--- src/rtl/vecmac_accum.sv ---
// vecmac_accum: sums cfg_len partial dot products per group into a one-entry result slot.
// Define VECMAC_ACC_SAT_EN to clamp the accumulator on overflow instead of wrapping.
module vecmac_accum #(
   parameter int IN_W  = 18,
   parameter int LEN_W = 8,
   parameter int ACC_W = 26
) (
   input  logic             clk,
   input  logic             rst,
   input  logic             start,
   input  logic [LEN_W-1:0] cfg_len,
   output logic             busy,
   input  logic             in_valid,
   input  logic [IN_W-1:0]  in_sum,
   output logic             in_ready,
   output logic             out_valid,
   input  logic             out_ready,
   output logic [ACC_W-1:0] out_acc,
   output logic             out_ovf,
   output logic             err_drop
);
   typedef enum logic {IDLE, ACC} state_t;
   state_t state, state_nx;
   logic [LEN_W-1:0] cnt;
   logic [ACC_W-1:0] acc, acc_nx;
   logic [ACC_W:0] sum;
   logic ovf, ovf_nx, last, accept;
   assign busy = state == ACC;
   assign last = cnt == LEN_W'(1);
   // the final beat may only land if the slot is empty or drains on the same edge
   assign in_ready = busy && (!last || !out_valid || out_ready);
   assign accept = in_valid && in_ready;
   assign sum = {1'b0, acc} + (ACC_W+1)'(in_sum);
   assign ovf_nx = ovf | sum[ACC_W];
`ifdef VECMAC_ACC_SAT_EN
   assign acc_nx = ovf_nx ? '1 : sum[ACC_W-1:0];
`else
   assign acc_nx = sum[ACC_W-1:0];
`endif
   always_comb begin
      state_nx = state;
      if (start) state_nx = cfg_len != '0 ? ACC : IDLE;
      else if (accept && last) state_nx = IDLE;
   end
   always_ff @(posedge clk) state <= rst ? IDLE : state_nx;
   always_ff @(posedge clk) begin
      if (rst) begin
         cnt       <= '0;
         acc       <= '0;
         ovf       <= 1'b0;
         out_valid <= 1'b0;
         out_acc   <= '0;
         out_ovf   <= 1'b0;
         err_drop  <= 1'b0;
      end else begin
         err_drop <= err_drop | (in_valid & ~in_ready);
         if (start) begin
            cnt <= cfg_len;
            acc <= '0;
            ovf <= 1'b0;
         end else if (accept) begin
            cnt <= cnt - LEN_W'(1);
            acc <= acc_nx;
            ovf <= ovf_nx;
         end
         if (accept && last && !start) begin
            out_valid <= 1'b1;
            out_acc   <= acc_nx;
            out_ovf   <= ovf_nx;
         end else if (out_ready) out_valid <= 1'b0;
      end
   end
endmodule
--- config.mk ---
export PLATFORM = sky130hd
export DESIGN_NAME = vecmac_accum
export DESIGN_NICKNAME = d
export VERILOG_FILES = /design/src/rtl/vecmac_accum.sv
export SDC_FILE = /design/constraint.sdc
export NUM_CORES = 1
export LEC_CHECK = 0
export CAP_MARGIN = 20
export CORE_ASPECT_RATIO = 2
export CORE_MARGIN = 2
export CORE_UTILIZATION = 40
export DETAILED_ROUTE_END_ITERATION = 8
export DONT_BUFFER_PORTS = 1
export PLACE_DENSITY = 0.65
export SYNTH_ARGS = -nofsm -noshare
export SYNTH_HDL_FRONTEND = slang
export SYNTH_SLANG_ARGS = --single-unit
--- constraint.sdc ---
create_clock -name clk -period 7.4 [get_ports clk]
set_clock_uncertainty 0.1 [all_clocks]
set_input_delay 1.48 -clock clk [delete_from_list [all_inputs] [get_ports clk]]
set_output_delay 1.48 -clock clk [all_outputs]
set_load 0.005 [all_outputs]
==> impl_metrics.toml, run 1 <==
[sta]
final.period_utilization_pct = 48.5
period_minus_slack_ns = 3.59
hold_violations = 0
maxSlewHeadroom_pct = 46.4
tightestPinTransition_ns = 0.801
slew_violations = 0
rsz0062_at_grt = "no"
setup_viol = 0
fmax_mhz = 279
setup_tns_ns = 0

[critical_path]
required_ns = 5.82
worst_r2r_endpoint = "acc[19]"
endpoint_kind = "primary output"
crit_chain = "nand2b_1 > o21ai_0 > inv_1"
critical_path_class = "in2out"
arrival_ns = 2.01
worstPathMaxFanout = 3
max_stage_delay_ns = 0.27
ff2ff_setup_slack_ns = 4.65
critPathLaunch = "out_ready"
endpoint = "in_ready"
rr_worst_depth = 8
worstSetupStartpointType = "input port"
timing.critical_path.buf_inv = 1
crit_family = "compound AO/OA/AOI/OAI gates"
r2r_start = "acc[8]"
cp.depth = 3
cp_slowest_cell = "o21ai_0"

[placed_design]
port_buffers = 0
place.gp.congestion = 0.920
dp_hpwl_um = 7860
post-place-cells = 568

[clock_network]
cts_num_sinks = 65
cts_setup_buffers = 0
clk_pin_slew_worst_paths_ns = 0.06
cts_root_buffer = "clkbuf_16"
cts_tree = "built"
hold_buffers = 0
cts.htree.levels = 3
ctsResizeCount = 0
cts_buffers = 9
clockBufferDepth = 2
clock_latency_ns = 0.34

[layout]
synthToLayoutAreaGrowth_pct = 8.53
nets = 527
num_antenna_cells = 0
drive_gt1_share_pct = 6.04
layout.cells.non_filler = 584
fin_util_pct = 44.3
num-fill-cells = 940

[yosys]
syn_area_um2 = 3780
ys_top_cells_by_area = "dfxtp_1, nand2_1, a21oi_1, ha_1, xnor2_1"
synth.largest_area_cell = "dfxtp_1"
ys_warn_count = 0
ys_ff_latch = 65
synth_top_area_share_pct = 34.4
async_reset_ff_share_pct = 0
ys_seq_area_share_pct = 34.4
syn_nets = 542
synth_ff_type = "dfxtp_1"
syn_inst = 490
syn_avg_cell_area_um2 = 7.72
ys_types = 53
synth_edf_count = 0

[floorplanning]
dieHeight_um = 142
die_area_um2 = 10300
ios = 62
die_w_um = 72.8
fp-row-count = 50
core_um2 = 9260
start_util_pct = 40.9

[routing]
num_vias = 3479
drc = 0
drt_wl_total_um = 10700
vias_per_cell = 5.96
ant_nets = 0
first_iter_violations = 203
drtPass1Iterations = 4
wl_per_cell_um = 18.4

[grt]
grt_pass1_vias = 3497
grt-busiest-layer = "met2"
grtUsageMet2_pct = 39.1
grtUsageTotal_pct = 21.9
grt_first_pass_wirelength_um = 17300
grtUsageMet3_pct = 5.75
gr-usage-met1_pct = 22.4
grt_overflow = 0
antenna_found_initial = 0
grt_max_degree = 38

[flow_run]
cap_violations = 0

[pwr]
p_leak_nw = 1.61
peakVddDrop_mv = 0.121
cellPowerDensity_nw_per_um2 = 205

[hold_path]
min_path_type = "reg2reg"

[outcome]
status = "finished clean"
## layer usage
metal	vias to the layer above	wire length [um]
li1	1713	-
met1	1614	3910
met4	0	462
met5	-	0
met3	30	662
met2	122	5700
## final cells by class
| cell class | instances | area [um^2] | share of cell area, % |
|---|---|---|---|
| well taps | 104 | 130 | 3.17 |
| multi-input cells | 382 | 2320 | 56.4 |
| repair buffers | 3 | 22.5 | 0.549 |
| inverters | 14 | 52.6 | 1.28 |
| flip-flops and latches | 65 | 1300 | 31.7 |
| clock buffers | 10 | 239 | 5.82 |
| clock inverters | 6 | 42.5 | 1.04 |
## power by group
| group | switching, mW | internal, mW |
|---|---|---|
| Sequential | 0.00571 | 0.357 |
| Combinational | 0.0501 | 0.0294 |
| Clock | 0.163 | 0.236 |
## worst register-to-register path, delay by kind of cell (launching register included)
kind | cells | cell delay [ns]
compound gates | 5 | 1.65
fa+ha+maj | 1 | 0.38
flops | 1 | 0.31
simple gates | 2 | 0.19
## registers in the layout, indices dropped and copies added, names as in the netlist
register / flops
acc: 26
busy: 1
cnt: 8
err_drop: 1
out_acc: 26
out_ovf: 1
out_valid: 1
ovf: 1
## worst min-delay path by stage
| stage | to | slack (ns) | cells after the start | startpoint |
|---|---|---|---|---|
| global placement | acc[0] | 0.35 | 2 | acc[0] |
| finish | acc[2] | 0.36 | 2 | acc[2] |
| CTS | acc[2] | 0.36 | 2 | acc[2] |
| floorplan | ovf | 0.34 | 2 | ovf |
| global route | acc[2] | 0.38 | 2 | acc[2] |
| detailed placement | acc[2] | 0.35 | 2 | acc[2] |
## per-stage QoR
step | worst slack [ns] | total power, mW | instance area (um^2) | hold WS (ns)
floorplan | 3.77 | 0.433 | 3780 | 0.337
global placement | 3.59 | 0.447 | 3820 | 0.347
detailed placement | 3.56 | 0.449 | 3820 | 0.354
CTS | 3.82 | 0.849 | 4110 | 0.362
global route | 3.69 | 0.875 | 4110 | 0.382
finish | 3.81 | 0.841 | 4110 | 0.358
## placed cells by master, fill, tap and decap left out, types with 15 or more instances in the layout
master,instances
nor2_1,35
dfxtp_1,65
a21oi_1,54
a21o_1,15
nand3_1,19
o21ai_0,25
ha_1,20
xnor2_1,19
nand2_1,73
nor3_1,21
## cells in the mapped netlist (7+ instances only)
| library cell | number |
|---|---|
| o21ai_0 | 25 |
| a21oi_1 | 54 |
| clkbuf_1 | 22 |
| nand2b_1 | 7 |
| nand3_1 | 19 |
| ha_1 | 20 |
| nand2_1 | 73 |
| buf_2 | 7 |
| inv_1 | 13 |
| nor3_1 | 21 |
| xor2_1 | 7 |
| nand4_1 | 8 |
| xnor2_1 | 19 |
| nor2_1 | 35 |
| dfxtp_1 | 65 |
| a21o_1 | 15 |
| and3_1 | 7 |
## cells by family after synthesis
| family | Yosys count | synth area share (%) |
|---|---|---|
| and+or+nand+nor | 198 | 25.0 |
| muxes | 4 | 1.06 |
| AOI/OAI and AO/OA | 133 | 21.9 |
| adders and majority gates | 21 | 7.15 |
| DFF | 65 | 34.4 |
| buffers and inverters | 43 | 4.50 |
| xor gates and xnor gates | 26 | 6.02 |
Power figures use the tool's default switching activity.
==> run 2, diff against run 1 <==
- PLACE_DENSITY: 0.65 -> 0.67
- clock period: 7.4 -> 3.3 ns (I/O delays scaled with it)
==> run 2 against run 1 <==
Final cell count rose by 0.68%. Largest power group unchanged. Critical path type is now reg2out. Total power rose by 130%. Core utilization grew 0.69 points. Clock power grew 140%. Die area stayed put. Global-route usage grew 0.37 points. Sequential power up 120%. Highest routed layer unchanged. Final area rose by 1.6%. Critical path depth increased by 1.
==> impl_metrics.toml, run 2 (synthesis results as in run 1) <==
[sta]
period_minus_slack_ns = 2.74
fmax_mhz = 366
setup_ws_ns = 0.565
setup_tns_ns = 0
setup_viol = 0
worst_hold_slack_ns = 0.295
hold_violations = 0
maxSlewHeadroom_pct = 43.7
rsz0062_at_grt = "no"
tightestPinTransition_ns = 0.841
final.period_utilization_pct = 82.9
slew_violations = 0

[routing]
drc = 0
ant_nets = 0
wl_met3_um = 558
first_iter_violations = 186
num_vias = 3473
wl_met2_um = 5810
vias_per_cell = 5.91
wl_met1_um = 4050
drtPass1Iterations = 7
drt_wl_total_um = 11000
wl_per_cell_um = 18.7
highest_layer = "met4"

[placed_design]
dp_slack_ns = 0.266
dp_hpwl_um = 8250
port_buffers = 0
place.gp.congestion = 0.916
placed_cell_area_um2 = 3870
post-place-cells = 573

[critical_path]
critPathLaunch = "cnt[2]"
rr_worst_depth = 7
arrival_ns = 1.98
worstPathMaxFanout = 4
required_ns = 2.54
max_stage_delay_ns = 0.57
crit_chain = "or4_4 > or3_4 > o21ai_0 > inv_1"
cp_slowest_cell = "or4_4"
worstSetupStartpointType = "flop"
r2r_start = "acc[12]"
critical_path_class = "reg2out"
endpoint_kind = "primary output"

[floorplanning]
dieHeight_um = 142
ios = 62
die_area_um2 = 10300
die_w_um = 72.8
fp-row-count = 50
start_util_pct = 40.9
core_um2 = 9260

[layout]
stdcell_area_um2 = 4170
drive_gt1_share_pct = 6.82
reg.largest.list = "acc x26, out_acc x26, cnt x8"
layout_common_cells = "nand2_1, dfxtp_1, a21oi_1, nor2_1, o21ai_0"
nets = 532
num-fill-cells = 945
fin_util_pct = 45.0
synthToLayoutAreaGrowth_pct = 10.2
layout.cells.non_filler = 588
num_antenna_cells = 0
mostFrequentLayoutCell = "nand2_1"

[pwr]
power_switching_mw = 0.474
comb_power_share_pct = 9.3
seq_power_share_pct = 41.9
total_power_mw = 1.94
p_leak_nw = 1.64
clkPwrFrac_pct = 48.8
intPower_mw = 1.47
cellPowerDensity_nw_per_um2 = 466
swShare_pct = 24.4
peakVddDrop_mv = 0.316

[grt]
grtUsageTotal_pct = 22.3
grt_first_pass_wirelength_um = 17400
antenna_found_initial = 0
grt_pass1_vias = 3420
grt_max_degree = 38
grt_overflow = 0

[clock_network]
cts_setup_buffers = 0
clock_latency_ns = 0.33
hold_buffers = 0
cts.htree.levels = 3
cts_tree = "built"
cts_num_sinks = 65
clk_pin_slew_worst_paths_ns = 0.05
cts_root_buffer = "clkbuf_16"
clockBufferDepth = 2
ctsResizeCount = 0
cts_buffers = 9

[hold_path]
holdPathStages = 1
min_path_type = "in2reg"
hold_path.startpoint = "rst"

[outcome]
status = "finished clean"

[flow_run]
cap_violations = 0
run 2: cell count changes in the layout (fill, tap and decap cells not counted), sizes merged:
| cell | change |
|---|---|
| buf | +5 |
| clkinvlp | -1 |
| inv | -1 |
| bufinv | +1 |
run 2: final timing paths:
kind | end | slack (ns)
max | in_ready | 0.56
min | cnt[3] | 0.30
max reg2reg | acc[17] | 0.58
min reg2reg | acc[3] | 0.36
run 2: power by group through the flow:
stage / logic (mW) / clock network (mW) / registers [mW]
4_1_cts: 0.181 / 0.972 / 0.813
3_3_place_gp: 0.177 / 0 / 0.829
5_1_grt: 0.201 / 1.00 / 0.814
3_5_place_dp: 0.180 / 0 / 0.830
6_report: 0.180 / 0.948 / 0.813
2_1_floorplan: 0.145 / 0 / 0.827
run 2: area by class of cell:
type / instances / area, um^2 / share of cell area, %
Timing Repair Buffer: 8 / 72.6 / 1.74
Sequential cell: 65 / 1300 / 31.2
Inverter: 14 / 52.6 / 1.26
Multi-Input combinational cell: 382 / 2320 / 55.6
Tap cell: 104 / 130 / 3.12
Clock inverter: 5 / 56.3 / 1.35
Clock buffer: 10 / 239 / 5.73
run 2: layer usage:
layer | track usage, % | up-vias
met5 | 0 | -
met4 | 12.7 | 0
met3 | 5.18 | 33
met2 | 40.1 | 110
met1 | 22.7 | 1602
li1 | - | 1728
run 2: worst max-delay path: cells and delay by family, from the launching register on:
| kind | cells | cell delay (ns) |
|---|---|---|
| simple gates | 2 | 0.98 |
| buf+inv | 1 | 0.09 |
| compound gates | 1 | 0.24 |
| flops | 1 | 0.34 |
==> run 3, diff against run 2 <==
- clock period: 3.3 -> 2.2 ns (I/O delays scaled with it)
==> run 3 against run 2 <==
Clock power grew 68%. Core utilization grew 17 points. Critical path depth grew 1. Final area grew 38%. Routed wire length grew 20%. Largest power group unchanged. Total power grew 69%. First-iteration DRC count shrank 9.7%. Combinational power grew to 2.6 times the previous value. Final cell count grew 17%. Largest cell class unchanged. The run now ends with setup timing left.
==> impl_metrics.toml, run 3 (synthesis results as in run 1) <==
[critical_path]
critical_path_class = "reg2reg"
critPathLaunch = "cnt[5]"
worstSetupStartpointType = "flop"
required_ns = 2.37
endpoint_kind = "flop"
worstPathMaxFanout = 5
r2r_start = "cnt[5]"
arrival_ns = 2.59

[sta]
slew_violations = 0
setup_viol = 40
period_minus_slack_ns = 2.42
setup_ws_ns = -0.223
hold_violations = 0
final.period_utilization_pct = 110
fmax_mhz = 413
maxSlewHeadroom_pct = 73.1
rsz0062_at_grt = "yes"
tightestPinTransition_ns = 0.400

[flow_run]
cap_violations = 0

[floorplanning]
fp-row-count = 50
core_um2 = 9260
ios = 62
dieHeight_um = 142
start_util_pct = 40.9
die_w_um = 72.8
die_area_um2 = 10300

[clock_network]
cts_tree = "built"
cts_num_sinks = 65
hold_buffers = 0
cts_buffers = 9
clk_pin_slew_worst_paths_ns = 0.06
cts.htree.levels = 3
clockBufferDepth = 2
clock_latency_ns = 0.35
cts_root_buffer = "clkbuf_16"

[routing]
num_vias = 4066
ant_nets = 0
drtPass1Iterations = 4
drc = 0
drt_wl_total_um = 13200
first_iter_violations = 168
wl_per_cell_um = 19.1
vias_per_cell = 5.90

[pwr]
peakVddDrop_mv = 0.622
total_power_mw = 3.28
p_leak_nw = 2.35
cellPowerDensity_nw_per_um2 = 569

[layout]
num-fill-cells = 739
multi_input_area_um2 = 3020
num_antenna_cells = 0
drive_gt1_share_pct = 41.2
regArea_um2 = 1310
layout.cells.non_filler = 689
mostFrequentLayoutCell = "buf_4"
synthToLayoutAreaGrowth_pct = 52.6
reg.largest.list = "acc x26, out_acc x26, cnt x8"
nets = 632
layout_common_cells = "buf_4, nand2_1, dfxtp_1, a21oi_1, nor2_1"

[placed_design]
place.gp.congestion = 0.926
port_buffers = 0
dp_hpwl_um = 9260
post-place-cells = 652

[outcome]
violations = "setup timing"
status = "finished, violations left"

[grt]
grt_first_pass_wirelength_um = 19600
grtUsageTotal_pct = 24.9
antenna_found_initial = 0
grt_max_degree = 31
grt_overflow = 0
grt_pass1_vias = 4157

[hold_path]
min_path_type = "in2reg"
hold_path.startpoint = "rst"
run 3: worst paths after layout:
kind | end | slack [ns] | cells after the start
min | cnt[2] | 0.06 | 1
max reg2reg | out_acc[14] | -0.22 | 5
max | out_acc[14] | -0.22 | 5
min reg2reg | acc[6] | 0.37 | 2
run 3: power by group:
part	internal, mW	switching (mW)	total, mW
Sequential	1.20	0.0185	1.22
Clock	1.03	0.567	1.59
Combinational	0.226	0.245	0.471
run 3: per-stage QoR:
| stage | TNS, ns | setup slack, ns | hold slack (ns) | cell area, um^2 | util, % |
|---|---|---|---|---|---|
| detailed placement | -7.43 | -0.329 | 0.363 | 4640 | 50.1 |
| global placement | -6.71 | -0.334 | 0.348 | 4640 | 50.1 |
| floorplan | -1.04 | -0.140 | 0.337 | 4000 | - |
| CTS | -4.98 | -0.224 | 0.0528 | 5260 | 56.8 |
| finish | -4.79 | -0.223 | 0.0596 | 5770 | 62.3 |
| global route | -8.67 | -0.308 | 0.0515 | 5770 | 62.3 |
run 3: worst max-delay path, cell delays in order (launching register included):
cell and delay, ns:
dfxtp_2 0.32, or4_4 0.54, or3_4 0.36, or4_4 0.55, or3_1 0.34, o221ai_1 0.14
run 3: area by class of cell:
type                       count  area share, %
tap                          104           2.25
multi-input combinational    382           52.4
clock buffer                  10           4.14
clock inverter                 6           1.56
sequential                    65           22.7
timing repair buffer         108           16.0
inverter                      14          0.910
run 3: what timing repair did:
item / CTS / global route
endpoints found under the setup margin: 57 / 65
buffers inserted: 13 / 9
pin swaps: 15 / 31
gates resized for setup: 41 / 93
gates cloned: 0 / 1
run 3: layer usage:
layer,share of wire (%),vias up,track usage (%)
met5,0,-,0
met4,6.7,0,17.5
met3,4.4,59,5.68
met2,56,134,46.8
met1,33,1941,22.2
li1,-,1932,-
